--- src/rtl/vend_pkg.sv ---
// vend_pkg: shared definitions for the vending_param controller.
//   - state_t    : FSM state encodings (IDLE, CREDIT, VEND, CHANGE)
//   - SEL_*      : coin_sel codes for the three denominations and the invalid code
//   - max3       : helper used to size the credit register from the coin values
package vend_pkg;

  typedef enum logic [1:0] {
    IDLE   = 2'b00,
    CREDIT = 2'b01,
    VEND   = 2'b10,
    CHANGE = 2'b11
  } state_t;

  localparam logic [1:0] SEL_COIN0   = 2'b00;
  localparam logic [1:0] SEL_COIN1   = 2'b01;
  localparam logic [1:0] SEL_COIN2   = 2'b10;
  localparam logic [1:0] SEL_INVALID = 2'b11;

  function automatic int max3(input int a, input int b, input int c);
    int m;
    m = (a > b) ? a : b;
    return (m > c) ? m : c;
  endfunction

endpackage

--- src/rtl/vend_stock_ctr.sv ---
// vend_stock_ctr: product stock counter for vending_param.
// Loaded with STOCK_INIT on reset and decremented once per sale; sold_out is
// decoded from the registered count.
// Ports:
//   clk      in  system clock, rising edge
//   rst      in  asynchronous active-high reset
//   take     in  one product leaves the machine this cycle (FSM entering VEND)
//   sold_out out stock count is zero
module vend_stock_ctr #(
  parameter int STOCK_INIT = 15
) (
  input  logic clk,
  input  logic rst,
  input  logic take,
  output logic sold_out
);

  // At least one bit so a zero-stock configuration still elaborates.
  localparam int SW = (STOCK_INIT < 1) ? 1 : $clog2(STOCK_INIT + 1);

  logic [SW-1:0] stock;

  always_ff @(posedge clk or posedge rst) begin
    if (rst) begin
      stock <= SW'(STOCK_INIT);
    end else if (take && (stock != '0)) begin
      stock <= stock - SW'(1);
    end
  end

  assign sold_out = (stock == '0);

endmodule

--- src/rtl/vending_param.sv ---
// vending_param: parametrised vending-machine controller.
// Accepts one coin per cycle from three denominations (COIN0/1/2), accumulates
// credit up to PRICE, pulses vend, then pays back any remainder one Re.1 coin
// per cycle on change. cancel in CREDIT refunds the whole credit.
// Optional feature macro: VEND_STOCK_EN -- adds a stock counter (STOCK_INIT
// products) that raises sold_out at zero, after which every coin is rejected.
// Ports:
//   clk        in   system clock, rising edge
//   rst        in   asynchronous active-high reset
//   coin_valid in   one coin presented this cycle
//   coin_sel   in   coin type (2'b11 invalid)
//   cancel     in   refund request
//   vend       out  product dispense pulse
//   change     out  return one Re.1 coin this cycle
//   coin_rej   out  previous cycle's coin was not accepted (registered pulse)
//   busy       out  FSM in VEND or CHANGE
//   sold_out   out  stock exhausted (tied 0 without VEND_STOCK_EN)
//   credit     out  current credit in rupees
module vending_param
  import vend_pkg::*;
#(
  parameter int PRICE      = 3,
  parameter int COIN0      = 1,
  parameter int COIN1      = 2,
  parameter int COIN2      = 5,
  parameter int STOCK_INIT = 15,
  // Widest credit is PRICE-1 plus the largest coin, so this never overflows.
  localparam int CW = $clog2(PRICE + max3(COIN0, COIN1, COIN2))
) (
  input  logic          clk,
  input  logic          rst,
  input  logic          coin_valid,
  input  logic [1:0]    coin_sel,
  input  logic          cancel,
  output logic          vend,
  output logic          change,
  output logic          coin_rej,
  output logic          busy,
  output logic          sold_out,
  output logic [CW-1:0] credit
);

  localparam logic [CW-1:0] PRICE_C = CW'(PRICE);

  function automatic logic [CW-1:0] coin_value(input logic [1:0] sel);
    case (sel)
      SEL_COIN0: coin_value = CW'(COIN0);
      SEL_COIN1: coin_value = CW'(COIN1);
      SEL_COIN2: coin_value = CW'(COIN2);
      default:   coin_value = '0;
    endcase
  endfunction

  state_t        state, state_nxt;
  logic [CW-1:0] credit_nxt;
  logic [CW-1:0] sum;
  logic          accept;
  logic          take;
  logic          rej_nxt;

  always_ff @(posedge clk or posedge rst) begin
    if (rst) begin
      state    <= IDLE;
      credit   <= '0;
      coin_rej <= 1'b0;
    end else begin
      state    <= state_nxt;
      credit   <= credit_nxt;
      coin_rej <= rej_nxt;
    end
  end

  always_comb begin
    state_nxt  = state;
    credit_nxt = credit;
    take       = 1'b0;
    sum        = credit + coin_value(coin_sel);
    // cancel always beats a simultaneous coin, even in IDLE where cancel itself is a no-op.
    accept     = coin_valid && !cancel && !sold_out && (coin_sel != SEL_INVALID) &&
                 ((state == IDLE) || (state == CREDIT));
    rej_nxt    = coin_valid && !accept;

    case (state)
      IDLE, CREDIT: begin
        if ((state == CREDIT) && cancel) begin
          state_nxt = CHANGE;
        end else if (accept) begin
          if (sum >= PRICE_C) begin
            state_nxt  = VEND;
            credit_nxt = sum - PRICE_C;
            take       = 1'b1;
          end else begin
            state_nxt  = CREDIT;
            credit_nxt = sum;
          end
        end
      end
      VEND: begin
        state_nxt = (credit != '0) ? CHANGE : IDLE;
      end
      CHANGE: begin
        credit_nxt = credit - CW'(1);
        if (credit <= CW'(1)) begin
          state_nxt  = IDLE;
          credit_nxt = '0;
        end
      end
      default: begin
        state_nxt  = IDLE;
        credit_nxt = '0;
      end
    endcase
  end

  assign vend   = (state == VEND);
  assign change = (state == CHANGE);
  assign busy   = vend | change;

`ifdef VEND_STOCK_EN
  vend_stock_ctr #(
    .STOCK_INIT(STOCK_INIT)
  ) u_stock (
    .clk      (clk),
    .rst      (rst),
    .take     (take),
    .sold_out (sold_out)
  );
`else
  // Without a stock counter the machine never sells out; a negative stock
  // setting is the only way to mark it permanently unavailable.
  if (STOCK_INIT >= 0) begin : g_no_stock
    assign sold_out = 1'b0;
  end else begin : g_bad_stock
    assign sold_out = 1'b1;
  end
  logic unused_take;
  assign unused_take = take;
`endif

endmodule

--- config.mk ---
export PLATFORM = sky130hd
export DESIGN_NAME = vending_param
export DESIGN_NICKNAME = d
export VERILOG_FILES = /design/src/rtl/vend_pkg.sv /design/src/rtl/vend_stock_ctr.sv /design/src/rtl/vending_param.sv
export SDC_FILE = /design/constraint.sdc
export NUM_CORES = 1
export LEC_CHECK = 0
export CAP_MARGIN = 20
export CORE_AREA = 10 10 60 62
export DETAILED_ROUTE_END_ITERATION = 16
export DIE_AREA = 0 0 70 72
export GPL_TIMING_DRIVEN = 0
export PLACE_DENSITY_LB_ADDON = 0.25
export SLEW_MARGIN = 20
export SYNTH_ARGS = -nofsm -noshare
export SYNTH_HDL_FRONTEND = slang
export SYNTH_SLANG_ARGS = --single-unit
--- constraint.sdc ---
create_clock -name clk -period 2.8 [get_ports clk]
set_input_delay 0.28 -clock clk [delete_from_list [all_inputs] [get_ports clk]]
set_output_delay 0.28 -clock clk [all_outputs]
set_load 0.05 [all_outputs]
==> results of run 1 <==
==> sequential cells by signal, indices dropped and copies added, names as in the netlist <==
name      cells
credit        3
state         2
coin_rej      1
==> cell usage in the layout (no fill, tap or decap), drive strengths merged, types with 2 or more instances in the layout <==
master,netlist,final
a21oi,5,5
a31oi,2,2
buf,3,3
clkbuf,1,4
clkdlybuf4s50,0,12
dfrtp,6,6
ha,7,7
inv,8,8
nor2,2,2
nor2b,3,3
o21ai,2,2
xor2,2,2
==> metal layers <==
| layer | vias to the layer above | routed length, um |
|---|---|---|
| met3 | 2 | 48 |
| met2 | 12 | 630 |
| li1 | 257 | - |
| met4 | 0 | 4 |
| met1 | 223 | 698 |
| met5 | - | 0 |
==> worst max-delay path: stages <==
cell and delay, ps:
sky130_fd_sc_hd__clkdlybuf4s50_1 520, sky130_fd_sc_hd__inv_1 70, sky130_fd_sc_hd__ha_1 190, sky130_fd_sc_hd__fa_1 390, sky130_fd_sc_hd__xnor2_1 170, sky130_fd_sc_hd__xor2_1 200
sky130_fd_sc_hd__ha_1 280, sky130_fd_sc_hd__nor2b_1 60, sky130_fd_sc_hd__a2111oi_0 420, sky130_fd_sc_hd__o31ai_1 110
==> kinds of logic after synthesis <==
logic type / after synthesis / synth area share [%]
AO/OA/AOI/OAI: 22 / 27.6
XOR/XNOR: 3 / 4.50
adder cells (fa/ha/maj): 8 / 18.4
buffers and inverters: 12 / 10.9
flip-flops: 6 / 25.7
other: 1 / 0.642
AND/OR/NAND/NOR: 12 / 12.2
==> area by class of cell <==
class | instances | area [um2]
Fill cell | 262 | 1670
Inverter | 8 | 30.0
Timing Repair Buffer | 12 | 120
Multi-Input combinational cell | 46 | 370
Clock buffer | 3 | 22.5
Buffer | 4 | 33.8
Sequential cell | 6 | 150
Tap cell | 30 | 37.5
==> power by group through the flow <==
stage          Clock (mW)  Combinational (mW)  Sequential [mW]
6_report           0.0737               0.737            0.185
5_1_grt            0.0827               0.810            0.195
4_1_cts            0.0770               0.741            0.188
3_5_place_dp            0               0.738            0.188
3_3_place_gp            0               0.735            0.190
2_1_floorplan           0               0.480            0.252
==> final timing paths <==
path	from	endpoint	slack, ps	cells after the start
setup / recovery	coin_sel[0]	credit[1]	200	10
max in group asynchronous	rst	credit[2]	2350	2
hold reg to reg	state[1]	credit[1]	650	2
min in group clk	state[1]	credit[1]	650	2
hold / removal	rst	state[0]	260	2
setup reg to reg	credit[0]	credit[1]	330	8
==> impl_metrics.tcl, run 1 <==
set metrics [dict create \
    run_status "finished, final reports clean" \
    ioPinCount 14 \
    htreeDepth 1 \
    grt_start_max_net_pins 11 \
    x_dimension_of_the_die_um 70 \
    die_h_um 72 \
    synth_cells 64 \
    final_nets 95 \
    clock_insertion_delay_worst_skew_ps 230 \
    antenna-diode-count 0 \
    actual_slew_at_the_worst_max_slew_pin_ps 520 \
    gpl.final_weighted_congestion 0.790 \
    post-synth-top-area-cell "sky130_fd_sc_hd__dfrtp_1" \
    antenna_violations_before_repair 0 \
    period_needed_ps 2600 \
    worst_hold_slack_ps 263 \
    netlist_area_um2 584 \
    ir_drop_v 0.000457 \
    cts.hold.buffers_added 0 \
    placementRows 18 \
    globalRoute.busiestLayer "met2" \
    cts.path.max_buffers 2 \
    final_cell_count_no_fill 109 \
    synth.avg_cell_area_um2 9.13 \
    placedInstanceArea_um2 742 \
    maxSlewViolCount 0 \
    portBuffers 12 \
    sw_frac_of_total_pct 50.6 \
    seq_area_frac_synth_pct 25.7 \
    power.share.sequential_pct 18.6 \
    max_freq_ghz 0.385 \
    avgViaCountPerCell 4.53 \
    synth_top_flop_cell "sky130_fd_sc_hd__dfrtp_1" \
    totalNegativeSetupSlack_ps 0 \
    wl_um 1380 \
    detailedPlacementHpwl_um 1140 \
    grt_use_met2_pct 9.16 \
    grt_setup_unrepaired "no" \
    dr_total_vias 494 \
    worst-setup-path-type "in -> reg" \
    power_density_mw_per_mm2 1300 \
    crit_fanout 5 \
    initial_core_utilization_pct 24.0 \
    layout_worst_path_cycle_share_pct 92.9 \
    dp.cells 106 \
    comb_power_share_pct 74.0 \
    switching_power_mw 0.504 \
    detail-route-antenna-nets 0 \
    grt_pass1_vias 536 \
    worstSetupStartpointType "input pin" \
    ys.warnings.count 0 \
    async_flop_share_pct 100 \
    first_drt_pass_iteration_count 4 \
    grt_pass1_wl_um 2390 \
    clk_root_buffer_cell "sky130_fd_sc_hd__clkbuf_4" \
    cts.repair.resized 0 \
    grt.met3_usage_pct 1.77 \
    timing.max_slew.rel_slack_pct 64.4 \
    fin_skew_ps 1.77 \
    drv_cap 0 \
    yosys.cell_types.count 35 \
    route.detailed.drc 0 \
    clock_power_share_pct 7.4 \
    finish.utilization_pct 31.4 \
    cp_capture_type "register" \
    finalHoldViolations 0 \
    cell_types_with_the_highest_counts_after_synthesis "8 x sky130_fd_sc_hd__inv_1, 7 x sky130_fd_sc_hd__ha_1, 6 x sky130_fd_sc_hd__dfrtp_1" \
    detail_route.wl_per_cell_um 12.7 \
    required_time_of_the_critical_path_ps 2900 \
    post-synth-top-count-cell "sky130_fd_sc_hd__inv_1" \
    areaGrowthSynthToFinish_pct 30.8 \
    post_route_cells_drive_above_1_share_pct 11.4 \
    numCtsBuffers 3 \
    grt_overflow 0 \
    worstHoldPathType "in -> async" \
    clock_pin_slew_of_the_registers_on_the_worst_case_setup_and_hold_paths_ps 40 \
    totalPowerFinal_mw 0.996 \
    initialDrtViolationCount 6 \
    internal_power_mw 0.492 \
    yosys_register_bits 6 \
    synthDominantCellAreaShare_pct 25.7 \
    dieArea_mm2 0.00504 \
    final.setup.worst_slack_ps 200 \
    cts_tree "yes" \
    syn_nets 78 \
    synth-edff-count 0 \
    dp_worst_setup_slack_ps -27.6 \
    synth.area.top_cells "sky130_fd_sc_hd__dfrtp_1 26%, sky130_fd_sc_hd__ha_1 15%, sky130_fd_sc_hd__inv_1 5.1%" \
    worst_ep_arrival_time_ps 2700 \
    core_region_area_mm2 0.00243 \
    setup_viol_count_final 0 \
    reported_leakage_power_nw 0.347 \
    number_of_clock_sinks_seen_by_cts 6 \
    post_cts.repair.setup_buffers 0 \
    gr-usage-all-layers_pct 5.71 \
    met1_usage_pct 6.66 \
    fin_area_um2 764 \
]
Note: power is estimated with default switching activity, not from simulation.
==> run 2: changes to the inputs <==
--- a/config.mk
+++ b/config.mk
@@ -6,12 +6,11 @@
 export NUM_CORES = 1
 export LEC_CHECK = 0
 export CAP_MARGIN = 20
-export CORE_AREA = 10 10 60 62
+export CORE_AREA = 10 10 59 61
 export DETAILED_ROUTE_END_ITERATION = 16
-export DIE_AREA = 0 0 70 72
+export DIE_AREA = 0 0 69 71
 export GPL_TIMING_DRIVEN = 0
 export PLACE_DENSITY_LB_ADDON = 0.25
-export SLEW_MARGIN = 20
 export SYNTH_ARGS = -nofsm -noshare
 export SYNTH_HDL_FRONTEND = slang
 export SYNTH_SLANG_ARGS = --single-unit
==> impl_metrics.tcl, run 2 (synthesized netlist as in run 1, its figures left out) <==
set metrics [dict create \
    run_status "finished, final reports clean" \
    sw_frac_of_total_pct 50.9 \
    fin_skew_ps 1.42 \
    final_nets 95 \
    placementRows 18 \
    worst_ep_arrival_time_ps 2620 \
    ioPinCount 14 \
    power_density_mw_per_mm2 1310 \
    timing.max_slew.rel_slack_pct 66.6 \
    clock_insertion_delay_worst_skew_ps 240 \
    totalNegativeSetupSlack_ps 0 \
    switching_power_mw 0.509 \
    clock_pin_slew_of_the_registers_on_the_worst_case_setup_and_hold_paths_ps 40 \
    final.fill_count 262 \
    finalHoldViolations 0 \
    worst-setup-path-type "in -> reg" \
    startpoint_of_the_lowest_slack_register_to_register_path "credit[0]" \
    grt_start_max_net_pins 11 \
    drv_cap 0 \
    wl_um 1400 \
    actual_slew_at_the_worst_max_slew_pin_ps 500 \
    first_drt_pass_iteration_count 4 \
    detailedPlacementHpwl_um 1150 \
    die_h_um 71 \
    worst-r2r-setup-slack_ps 390 \
    cts.repair.resized 0 \
    gpl.final_weighted_congestion 0.882 \
    post_route_cells_drive_above_1_share_pct 11.4 \
    grt_setup_unrepaired "no" \
    layout_worst_path_cycle_share_pct 89.9 \
    maxSlewViolCount 0 \
    areaGrowthSynthToFinish_pct 30.8 \
    reported_leakage_power_nw 0.347 \
    finish.utilization_pct 32.0 \
    worstHoldPathType "in -> async" \
    grt_pass1_wl_um 2360 \
    post_cts.repair.setup_buffers 0 \
    area_used_by_sequential_logic_in_the_layout_um2 150 \
    largest_register_ffs 3 \
    cts.path.max_buffers 2 \
    crit_fanout 5 \
    dieArea_mm2 0.00490 \
    core_region_area_mm2 0.00239 \
    mostFrequentLayoutCell "sky130_fd_sc_hd__clkdlybuf4s50_1" \
    route.detailed.drc 0 \
    detail_route.wl_per_cell_um 12.8 \
    number_of_clock_sinks_seen_by_cts 6 \
    ir_drop_v 0.000416 \
    power.share.sequential_pct 18.7 \
    reg2regPathDepth 8 \
    cts_tree "yes" \
    gr-usage-all-layers_pct 5.68 \
    detail-route-antenna-nets 0 \
    avgViaCountPerCell 4.53 \
    numCtsBuffers 3 \
    biggestRegsByFlops "credit (3), state (2), coin_rej (1)" \
    period_needed_ps 2520 \
    dr_total_vias 494 \
    antenna-diode-count 0 \
    regToRegEndpoint "credit[1]" \
    internal_power_mw 0.490 \
    final_cell_mix "12 x sky130_fd_sc_hd__clkdlybuf4s50_1, 8 x sky130_fd_sc_hd__inv_1, 7 x sky130_fd_sc_hd__ha_1" \
    cp_capture_type "register" \
    grt_overflow 0 \
    multi_input_area_um2 370 \
    x_dimension_of_the_die_um 69 \
    initial_core_utilization_pct 24.5 \
    cts.hold.buffers_added 0 \
    initialDrtViolationCount 31 \
    setup_viol_count_final 0 \
    worstSetupStartpointType "input pin" \
    antenna_violations_before_repair 0 \
    clk_root_buffer_cell "sky130_fd_sc_hd__clkbuf_4" \
    max_freq_ghz 0.397 \
    htreeDepth 1 \
    regMostFlops "credit" \
    required_time_of_the_critical_path_ps 2900 \
    grt_pass1_vias 526 \
    clock_power_share_pct 7.7 \
    comb_power_share_pct 73.7 \
    portBuffers 12 \
]
[run 2: layer usage]
| metal | track usage [%] | wire length (um) |
|---|---|---|
| met5 | 0 | 0 |
| met4 | 2.68 | 6 |
| met3 | 1.26 | 58 |
| met2 | 8.84 | 633 |
| met1 | 7.21 | 698 |
[run 2: how the worst max path moves through the flow]
stage,start,endpoint
floorplan,credit[0],credit[1]
global placement,coin_sel[0],credit[1]
detailed placement,coin_sel[0],credit[1]
CTS,coin_sel[0],credit[1]
global route,coin_sel[0],credit[1]
finish,coin_sel[0],credit[1]
[run 2: power groups by stage]
stage               Combinational [mW]  Clock (mW)  Sequential, mW
detailed placement               0.747           0           0.187
floorplan                        0.480           0           0.252
global route                     0.799      0.0846           0.198
CTS                              0.745      0.0807           0.188
global placement                 0.737           0           0.189
finish                           0.736      0.0767           0.186
[run 2: worst max-delay path: stages]
cell and delay (ps):
sky130_fd_sc_hd__clkdlybuf4s50_1 520, sky130_fd_sc_hd__inv_1 70, sky130_fd_sc_hd__ha_1 190, sky130_fd_sc_hd__fa_1 370, sky130_fd_sc_hd__xnor2_1 200, sky130_fd_sc_hd__xor2_1 210, sky130_fd_sc_hd__ha_1 290, sky130_fd_sc_hd__nor2b_1 60
sky130_fd_sc_hd__a2111oi_0 310, sky130_fd_sc_hd__o31ai_1 130
[run 2: stage by stage]
step | cells | total power [mW] | cell area (um2) | setup WS (ps) | hold WS [ps]
2_1_floorplan | 64 | 0.732 | 584 | 366 | 71.0
3_3_place_gp | 106 | 0.927 | 742 | 48.1 | 502
3_5_place_dp | 106 | 0.934 | 742 | -1.72 | 508
4_1_cts | 109 | 1.01 | 764 | 261 | 256
5_1_grt | 109 | 1.08 | 764 | 26.3 | 279
6_report | 109 | 0.999 | 764 | 284 | 254
[run 2: area by class of cell]
cell class / count / share of cell area (%)
multi-input cells: 46 / 48.4
inverters: 8 / 3.93
repair buffers: 12 / 15.7
well taps: 30 / 4.91
clock buffers: 3 / 2.95
flip-flops and latches: 6 / 19.6
plain buffers: 4 / 4.42
